## src/rtl/cmt_rob_pkg.sv

```systemverilog
// ============================================================================
//  Module  : cmt_rob_pkg
//  Brief   : Shared widths, entry layout and depth helpers for the cmt_rob ROB.
//  Rev     : 1.0  initial release
// ============================================================================
`default_nettype none

`ifndef NCPU_LRF_AW
`define NCPU_LRF_AW 5
`endif
`ifndef NCPU_PRF_AW
`define NCPU_PRF_AW 6
`endif

package cmt_rob_pkg;
    localparam int LRF_AW = `NCPU_LRF_AW;
    localparam int PRF_AW = `NCPU_PRF_AW;

    localparam int CONFIG_P_ROB_DEPTH_DEF = 4;
    localparam int ROB_AW = CONFIG_P_ROB_DEPTH_DEF;
    localparam int DEPTH  = 1 << ROB_AW;

    // Packed entry layout, LSB first: pfree, prd_we, prd, lrd
    localparam int E_PFREE_LSB = 0;
    localparam int E_WE_BIT    = PRF_AW;
    localparam int E_PRD_LSB   = PRF_AW + 1;
    localparam int E_LRD_LSB   = 2 * PRF_AW + 1;
    localparam int ENTRY_W     = E_LRD_LSB + LRF_AW;

    function automatic int rob_aw(input int p_depth);
        return p_depth;
    endfunction
endpackage

`default_nettype wire

```

## src/rtl/cmt_rob_sel.sv

```systemverilog
// ============================================================================
//  Module  : cmt_rob_sel
//  Brief   : Head-window read and in-order fire chain (exception cut when
//            CMT_ROB_EXC_EN is defined).
//  Rev     : 1.0  initial release
// ============================================================================
`default_nettype none

module cmt_rob_sel
    import cmt_rob_pkg::*;
#(
    parameter int CONFIG_P_COMMIT_WIDTH = 1,
    parameter int CONFIG_P_ROB_DEPTH    = 4,
    localparam int CW    = 1 << CONFIG_P_COMMIT_WIDTH,
    localparam int ID_W  = rob_aw(CONFIG_P_ROB_DEPTH),
    localparam int N_ENT = 1 << ID_W
) (
    input  logic [ID_W-1:0]          head,
    input  logic [N_ENT-1:0]         valid,
    input  logic [N_ENT-1:0]         done,
`ifdef CMT_ROB_EXC_EN
    input  logic [N_ENT-1:0]         exc,
    output logic                     cmt_exc,
`endif
    input  logic [N_ENT*ENTRY_W-1:0] entries,
    output logic [CW-1:0]            fire,
    output logic [ID_W:0]            fire_cnt,
    output logic [CW*LRF_AW-1:0]     lrd,
    output logic [CW*PRF_AW-1:0]     prd,
    output logic [CW-1:0]            prd_we,
    output logic [CW*PRF_AW-1:0]     pfree
);

    logic [ID_W-1:0]    w_idx;
    logic [ENTRY_W-1:0] w_ent;
    logic               w_ok;
    logic               w_chain;
    logic               w_exc_hit;

    always_comb begin
        fire      = '0;
        fire_cnt  = '0;
        lrd       = '0;
        prd       = '0;
        prd_we    = '0;
        pfree     = '0;
        w_idx     = '0;
        w_ent     = '0;
        w_ok      = 1'b0;
        w_chain   = 1'b1;
        w_exc_hit = 1'b0;
        for (int k = 0; k < CW; k++) begin
            w_idx = head + ID_W'(k);
            w_ent = entries[w_idx*ENTRY_W +: ENTRY_W];
            lrd[k*LRF_AW +: LRF_AW]   = w_ent[E_LRD_LSB +: LRF_AW];
            prd[k*PRF_AW +: PRF_AW]   = w_ent[E_PRD_LSB +: PRF_AW];
            prd_we[k]                 = w_ent[E_WE_BIT];
            pfree[k*PRF_AW +: PRF_AW] = w_ent[E_PFREE_LSB +: PRF_AW];
            w_ok = w_chain & valid[w_idx] & done[w_idx];
`ifdef CMT_ROB_EXC_EN
            // The faulting entry stays put; everything older still retires.
            if (w_ok && exc[w_idx]) begin
                w_exc_hit = 1'b1;
                w_ok      = 1'b0;
            end
`endif
            fire[k]  = w_ok;
            w_chain  = w_ok;
            fire_cnt = fire_cnt + {{ID_W{1'b0}}, w_ok};
        end
    end

`ifdef CMT_ROB_EXC_EN
    assign cmt_exc = w_exc_hit;
`endif

endmodule

`default_nettype wire

```

## src/rtl/cmt_rob.sv

```systemverilog
// ============================================================================
//  Module  : cmt_rob
//  Brief   : In-order reorder buffer closing the rename/commit loop.
//            Optional exception cut enabled by macro CMT_ROB_EXC_EN.
//  Rev     : 1.0  initial release
// ============================================================================
`default_nettype none

module cmt_rob
    import cmt_rob_pkg::*;
#(
    parameter int CONFIG_P_ISSUE_WIDTH     = 1,
    parameter int CONFIG_P_COMMIT_WIDTH    = 1,
    parameter int CONFIG_P_WRITEBACK_WIDTH = 1,
    parameter int CONFIG_P_ROB_DEPTH       = 4,
    localparam int IW    = 1 << CONFIG_P_ISSUE_WIDTH,
    localparam int CW    = 1 << CONFIG_P_COMMIT_WIDTH,
    localparam int WW    = 1 << CONFIG_P_WRITEBACK_WIDTH,
    localparam int ID_W  = rob_aw(CONFIG_P_ROB_DEPTH),
    localparam int N_ENT = 1 << ID_W
) (
    input  logic                            clk,
    input  logic                            rst,
    input  logic                            flush,
    input  logic [IW-1:0]                   rob_push,
    input  logic [CONFIG_P_ISSUE_WIDTH:0]   rob_push_size,
    input  logic [IW*LRF_AW-1:0]            rob_lrd,
    input  logic [IW*PRF_AW-1:0]            rob_prd,
    input  logic [IW-1:0]                   rob_prd_we,
    input  logic [IW*PRF_AW-1:0]            rob_pfree,
    output logic                            rob_ready,
    output logic [IW*ID_W-1:0]              rob_id,
    input  logic [WW-1:0]                   wb_valid,
    input  logic [WW*ID_W-1:0]              wb_rob_id,
`ifdef CMT_ROB_EXC_EN
    input  logic [WW-1:0]                   wb_exc,
    output logic                            cmt_exc,
`endif
    output logic [CW-1:0]                   cmt_fire,
    output logic [CW*LRF_AW-1:0]            cmt_lrd,
    output logic [CW*PRF_AW-1:0]            cmt_prd,
    output logic [CW-1:0]                   cmt_prd_we,
    output logic [CW*PRF_AW-1:0]            cmt_pfree,
    output logic [ID_W:0]                   rob_count
);

    logic [ID_W-1:0]          r_head;
    logic [ID_W-1:0]          r_tail;
    logic [ID_W:0]            r_count;
    logic [N_ENT-1:0]         r_valid;
    logic [N_ENT-1:0]         r_done;
    logic [ENTRY_W-1:0]       r_ent [N_ENT];
    logic [N_ENT*ENTRY_W-1:0] w_ent_flat;
    logic [ID_W:0]            w_free;
    logic [ID_W:0]            w_push_n;
    logic [ID_W:0]            w_fire_n;
    logic                     w_push_ok;
    logic                     w_clear;
    logic [ID_W-1:0]          w_push_idx [IW];
    logic [ID_W-1:0]          w_cmt_idx [CW];

`ifdef CMT_ROB_EXC_EN
    logic [N_ENT-1:0]         r_exc;
    logic                     w_exc;
    assign w_clear = flush | w_exc;
    assign cmt_exc = w_exc;
`else
    assign w_clear = flush;
`endif

    // Readiness looks only at registered occupancy; no same-cycle commit credit.
    assign w_free    = (ID_W+1)'(N_ENT) - r_count;
    assign rob_ready = (w_free >= (ID_W+1)'(IW));
    assign rob_count = r_count;
    assign w_push_ok = rob_ready & ~w_clear;
    assign w_push_n  = w_push_ok ? (ID_W+1)'(rob_push_size) : '0;

    for (genvar e = 0; e < N_ENT; e++) begin : g_flat
        assign w_ent_flat[e*ENTRY_W +: ENTRY_W] = r_ent[e];
    end

    for (genvar i = 0; i < IW; i++) begin : g_push_lane
        assign w_push_idx[i]             = r_tail + ID_W'(i);
        assign rob_id[i*ID_W +: ID_W]    = w_push_idx[i];
    end

    for (genvar k = 0; k < CW; k++) begin : g_cmt_lane
        assign w_cmt_idx[k] = r_head + ID_W'(k);
    end

    cmt_rob_sel #(
        .CONFIG_P_COMMIT_WIDTH (CONFIG_P_COMMIT_WIDTH),
        .CONFIG_P_ROB_DEPTH    (CONFIG_P_ROB_DEPTH)
    ) u_sel (
        .head     (r_head),
        .valid    (r_valid),
        .done     (r_done),
`ifdef CMT_ROB_EXC_EN
        .exc      (r_exc),
        .cmt_exc  (w_exc),
`endif
        .entries  (w_ent_flat),
        .fire     (cmt_fire),
        .fire_cnt (w_fire_n),
        .lrd      (cmt_lrd),
        .prd      (cmt_prd),
        .prd_we   (cmt_prd_we),
        .pfree    (cmt_pfree)
    );

    always_ff @(posedge clk) begin
        if (rst || w_clear) begin
            r_head  <= '0;
            r_tail  <= '0;
            r_count <= '0;
            r_valid <= '0;
            r_done  <= '0;
`ifdef CMT_ROB_EXC_EN
            r_exc   <= '0;
`endif
        end else begin
            r_head  <= r_head + w_fire_n[ID_W-1:0];
            r_tail  <= r_tail + w_push_n[ID_W-1:0];
            r_count <= r_count + w_push_n - w_fire_n;
            for (int w = 0; w < WW; w++) begin
                if (wb_valid[w] && r_valid[wb_rob_id[w*ID_W +: ID_W]]) begin
                    r_done[wb_rob_id[w*ID_W +: ID_W]] <= 1'b1;
`ifdef CMT_ROB_EXC_EN
                    r_exc[wb_rob_id[w*ID_W +: ID_W]]  <= wb_exc[w];
`endif
                end
            end
            for (int k = 0; k < CW; k++) begin
                if (cmt_fire[k]) begin
                    r_valid[w_cmt_idx[k]] <= 1'b0;
                    r_done[w_cmt_idx[k]]  <= 1'b0;
                end
            end
            for (int i = 0; i < IW; i++) begin
                if (w_push_ok && rob_push[i]) begin
                    r_valid[w_push_idx[i]] <= 1'b1;
                    r_done[w_push_idx[i]]  <= 1'b0;
`ifdef CMT_ROB_EXC_EN
                    r_exc[w_push_idx[i]]   <= 1'b0;
`endif
                end
            end
        end
    end

    // Payload needs no reset: valid gates every use of it.
    always_ff @(posedge clk) begin
        for (int i = 0; i < IW; i++) begin
            if (w_push_ok && rob_push[i]) begin
                r_ent[w_push_idx[i]] <= {rob_lrd[i*LRF_AW +: LRF_AW],
                                         rob_prd[i*PRF_AW +: PRF_AW],
                                         rob_prd_we[i],
                                         rob_pfree[i*PRF_AW +: PRF_AW]};
            end
        end
    end

    always_ff @(posedge clk) begin
        if (!rst && !flush && (rob_push_size != '0)) begin
            assert (rob_ready);
        end
    end

endmodule

`default_nettype wire
```

## config.mk

```make
export PLATFORM = sky130hd
export DESIGN_NAME = cmt_rob
export DESIGN_NICKNAME = d
export VERILOG_FILES = /design/src/rtl/cmt_rob_pkg.sv /design/src/rtl/cmt_rob_sel.sv /design/src/rtl/cmt_rob.sv
export SDC_FILE = /design/constraint.sdc
export NUM_CORES = 1
export LEC_CHECK = 0
export CAP_MARGIN = 0
export CORE_MARGIN = 2
export CORE_UTILIZATION = 60
export DETAILED_ROUTE_END_ITERATION = 12
export HOLD_SLACK_MARGIN = 0.12
export PLACE_DENSITY = 0.89
export RECOVER_POWER = 50
export SYNTH_ARGS = -nofsm -noshare
export SYNTH_HDL_FRONTEND = slang
export SYNTH_SLANG_ARGS = --single-unit
```

## constraint.sdc

```tcl
create_clock -name clk -period 6.5 [get_ports clk]
set_clock_uncertainty 0.15 [all_clocks]
set_input_delay 0.65 -clock clk [delete_from_list [all_inputs] [get_ports clk]]
set_output_delay 0.65 -clock clk [all_outputs]
set_load 0.05 [all_outputs]
```

==> flow_metrics.env <==
export IMPL_status="finished, violations left"
export IMPL_violations="capacitance limit, slew limit"
export IMPL_hold_violations=0
export IMPL_required_ns=5.70
export IMPL_antenna_found_initial=3
export IMPL_area_growth_syn_to_layout_pct=10.5
export IMPL_fp_row_count=68
export IMPL_synthArstFlopShare_pct=0
export IMPL_vdd_drop_max_v=0.000164
export IMPL_synth_top_area_share_pct=41.6
export IMPL_reg2regPathDepth=16
export IMPL_synth_warnings=0
export IMPL_arrival_ns=4.70
export IMPL_synth_cell_types=69
export IMPL_clock_latency_ns=0.52
export IMPL_clock_sinks=333
export IMPL_rr_startpoint="r_head[0]"
export IMPL_crit_fanout=47
export IMPL_synth_nets=1401
export IMPL_synth_edf_count=288
export IMPL_cpPeakStageDelay_ns=0.78
export IMPL_relSlewSlack_pct=-44.4
export IMPL_grt_use_total_pct=33.3
export IMPL_yosysSeqAreaShare_pct=45.9
export IMPL_finalMaxSlewViolations=345
export IMPL_ios=105
export IMPL_r2r_end="rob_count[4]"
export IMPL_final_util_pct=66.9
export IMPL_core_um2=34400
export IMPL_end_kind="primary output"
export IMPL_cts_made_buffers=36
export IMPL_io_buffers=104
export IMPL_p_total_mw=5.06
export IMPL_cp_slowest_cell="dfxtp_4"
export IMPL_wire_per_inst_um=32.3
export IMPL_cts_resized=0
export IMPL_cts_path_max_buffers=3
export IMPL_cts_tree="built"
export IMPL_syn_inst=1317
export IMPL_p_leak_nw=7.23
export IMPL_fmax_mhz=182
export IMPL_path_cells="inv_2 -> ha_4 -> buf_4 -> mux4_2 -> mux4_2 -> clkdlybuf4s50_1"
export IMPL_post_route_min_period_ns=5.50
export IMPL_cts_max_level=2
export IMPL_yosys_top_cells_area="edfxtp_1, mux4_2, mux2_2"
export IMPL_drc_errors=0
export IMPL_maxCapViolCount=17
export IMPL_hold_class="flop to flop"
export IMPL_place_congestion=0.917
export IMPL_dp_final_hpwl_um=34800
export IMPL_hold_end="r_valid[9]"
export IMPL_fp_dieW_um=190
export IMPL_ys_seq_elements=333
export IMPL_drt_wl_total_um=59900
export IMPL_antenna_left=0
export IMPL_grt_setup_unrepaired="no"
export IMPL_start_kind="flop"
export IMPL_viasPerCell=7.56
export IMPL_avgSynthCellArea_um2=15.8
export IMPL_rrSetupSlack_ns=1.12
export IMPL_die_area_um2=36200
export IMPL_start_util_pct=60.5
export IMPL_clk_transition_reported_paths_ns=0.06
export IMPL_grt_start_max_net_pins=124
export IMPL_cts_root_buffer="clkbuf_16"
export IMPL_first_pass_iters=7
export IMPL_grt_overflow=0
export IMPL_synth_flop_cell="edfxtp_1"
export IMPL_num_vias=14000
export IMPL_die_y_um=190
export IMPL_hold_start="r_valid[9]"
export IMPL_drt_iter0_markers=2135
export IMPL_hold_buffers=0
export IMPL_final_cell_mix="edfxtp_1, mux2_2, mux4_2"
export IMPL_grt_pass1_vias=13800
export IMPL_hold_path_depth=2
export IMPL_drive_gt1_share_pct=40.7
export IMPL_power_density_nw_per_um2=220
export IMPL_setup_viol=0
export IMPL_netlist_area_um2=20800
export IMPL_grt_first_pass_wirelength_um=87800
export IMPL_min_period_over_period_pct=84.6
export IMPL_worstMarginPinSlew_ns=2.17
export IMPL_mostFrequentLayoutCell="edfxtp_1"
export IMPL_yosysTopAreaCell="edfxtp_1"
export IMPL_crit_type="flop to primary output"
export IMPL_fin_tns_setup_ns=0
export IMPL_post_cts_buffers=0
export IMPL_cp_common_cell="mux4_2"
export IMPL_layout_nets=1452
[cell usage after synthesis, drive strengths merged (7+ instances only)]
cell type	n
mux2	296
edfxtp	288
mux4	184
buf	64
clkbuf	47
dfxtp	45
nor2	32
ha	29
nand3	29
inv	22
mux2i	21
nand2	18
o211ai	18
o22ai	18
a31oi	15
nor4	15
o2bb2ai	14
nand2b	12
nor3	12
dlygate4sd1	10
xnor2	9
a21oi	8
nand4	8
nor4b	8
o2111ai	8
and2	7
nor2b	7
o41ai	7
[state kept, by name (all words and copies together) (netlist names)]
register,count
rob_count,5
r_head,4
r_tail,4
r_ent,288
r_done,16
r_valid,16
[through the flow]
step | std cells | worst slack [ns] | hold WS, ns | area [um^2]
floorplan | 1317 | 1.53 | 0.333 | 20800
global placement | 1785 | 1.57 | 0.383 | 22100
detailed placement | 1785 | 1.53 | 0.393 | 22100
CTS | 1849 | 0.961 | 0.403 | 23200
global route | 1850 | 0.814 | 0.434 | 23000
finish | 1851 | 0.998 | 0.407 | 23000
[power breakdown]
part	total (mW)	switching (mW)	internal (mW)
logic	0.684	0.404	0.280
clock network	1.97	0.850	1.12
registers	2.41	0.0322	2.38
total	5.06	1.29	3.77
[worst max-delay path, delay by kind of cell, from the launching register on]
| kind | cells | cell delay [ns] |
|---|---|---|
| muxes | 2 | 1.11 |
| adders and majority gates | 1 | 0.64 |
| DFF | 1 | 0.78 |
| buffers and inverters | 3 | 1.60 |
[worst max-delay path by stage]
stage / from / end / slack [ns] / cells past startpoint
floorplan: r_head[1] / rob_count[4] / 1.53 / 24
global placement: r_head[0] / cmt_pfree[9] / 1.57 / 6
detailed placement: r_head[0] / cmt_pfree[8] / 1.53 / 6
CTS: r_head[0] / cmt_pfree[9] / 0.96 / 6
global route: r_head[0] / cmt_pfree[8] / 0.81 / 6
finish: r_head[0] / cmt_pfree[10] / 1.0 / 6
[cell families after synthesis]
group / share of synthesized area, %
muxes: 37.7
AOI/OAI and AO/OA: 5.28
and+or+nand+nor: 4.82
xor gates and xnor gates: 0.589
DFF: 45.9
adders and majority gates: 1.94
buffers and inverters: 3.81
[final cells by class]
| cell class | count | area (um^2) |
|---|---|---|
| antenna | 2 | 5.00 |
| inverter | 24 | 90.1 |
| timing repair buffer | 134 | 1210 |
| fill | 2287 | 11400 |
| clock inverter | 18 | 113 |
| multi-input combinational | 839 | 10500 |
| tap | 455 | 569 |
| sequential | 333 | 9560 |
| clock buffer | 46 | 991 |
[routing by layer]
layer,GRT usage [%],up-vias,part of all wire (%)
met2,53.2,1114,48
met5,0,-,0.027
li1,-,5559,-
met4,14.8,2,4.4
met3,7.32,224,12
met1,44.2,7086,35
Note: power is estimated with default switching activity, not from simulation.
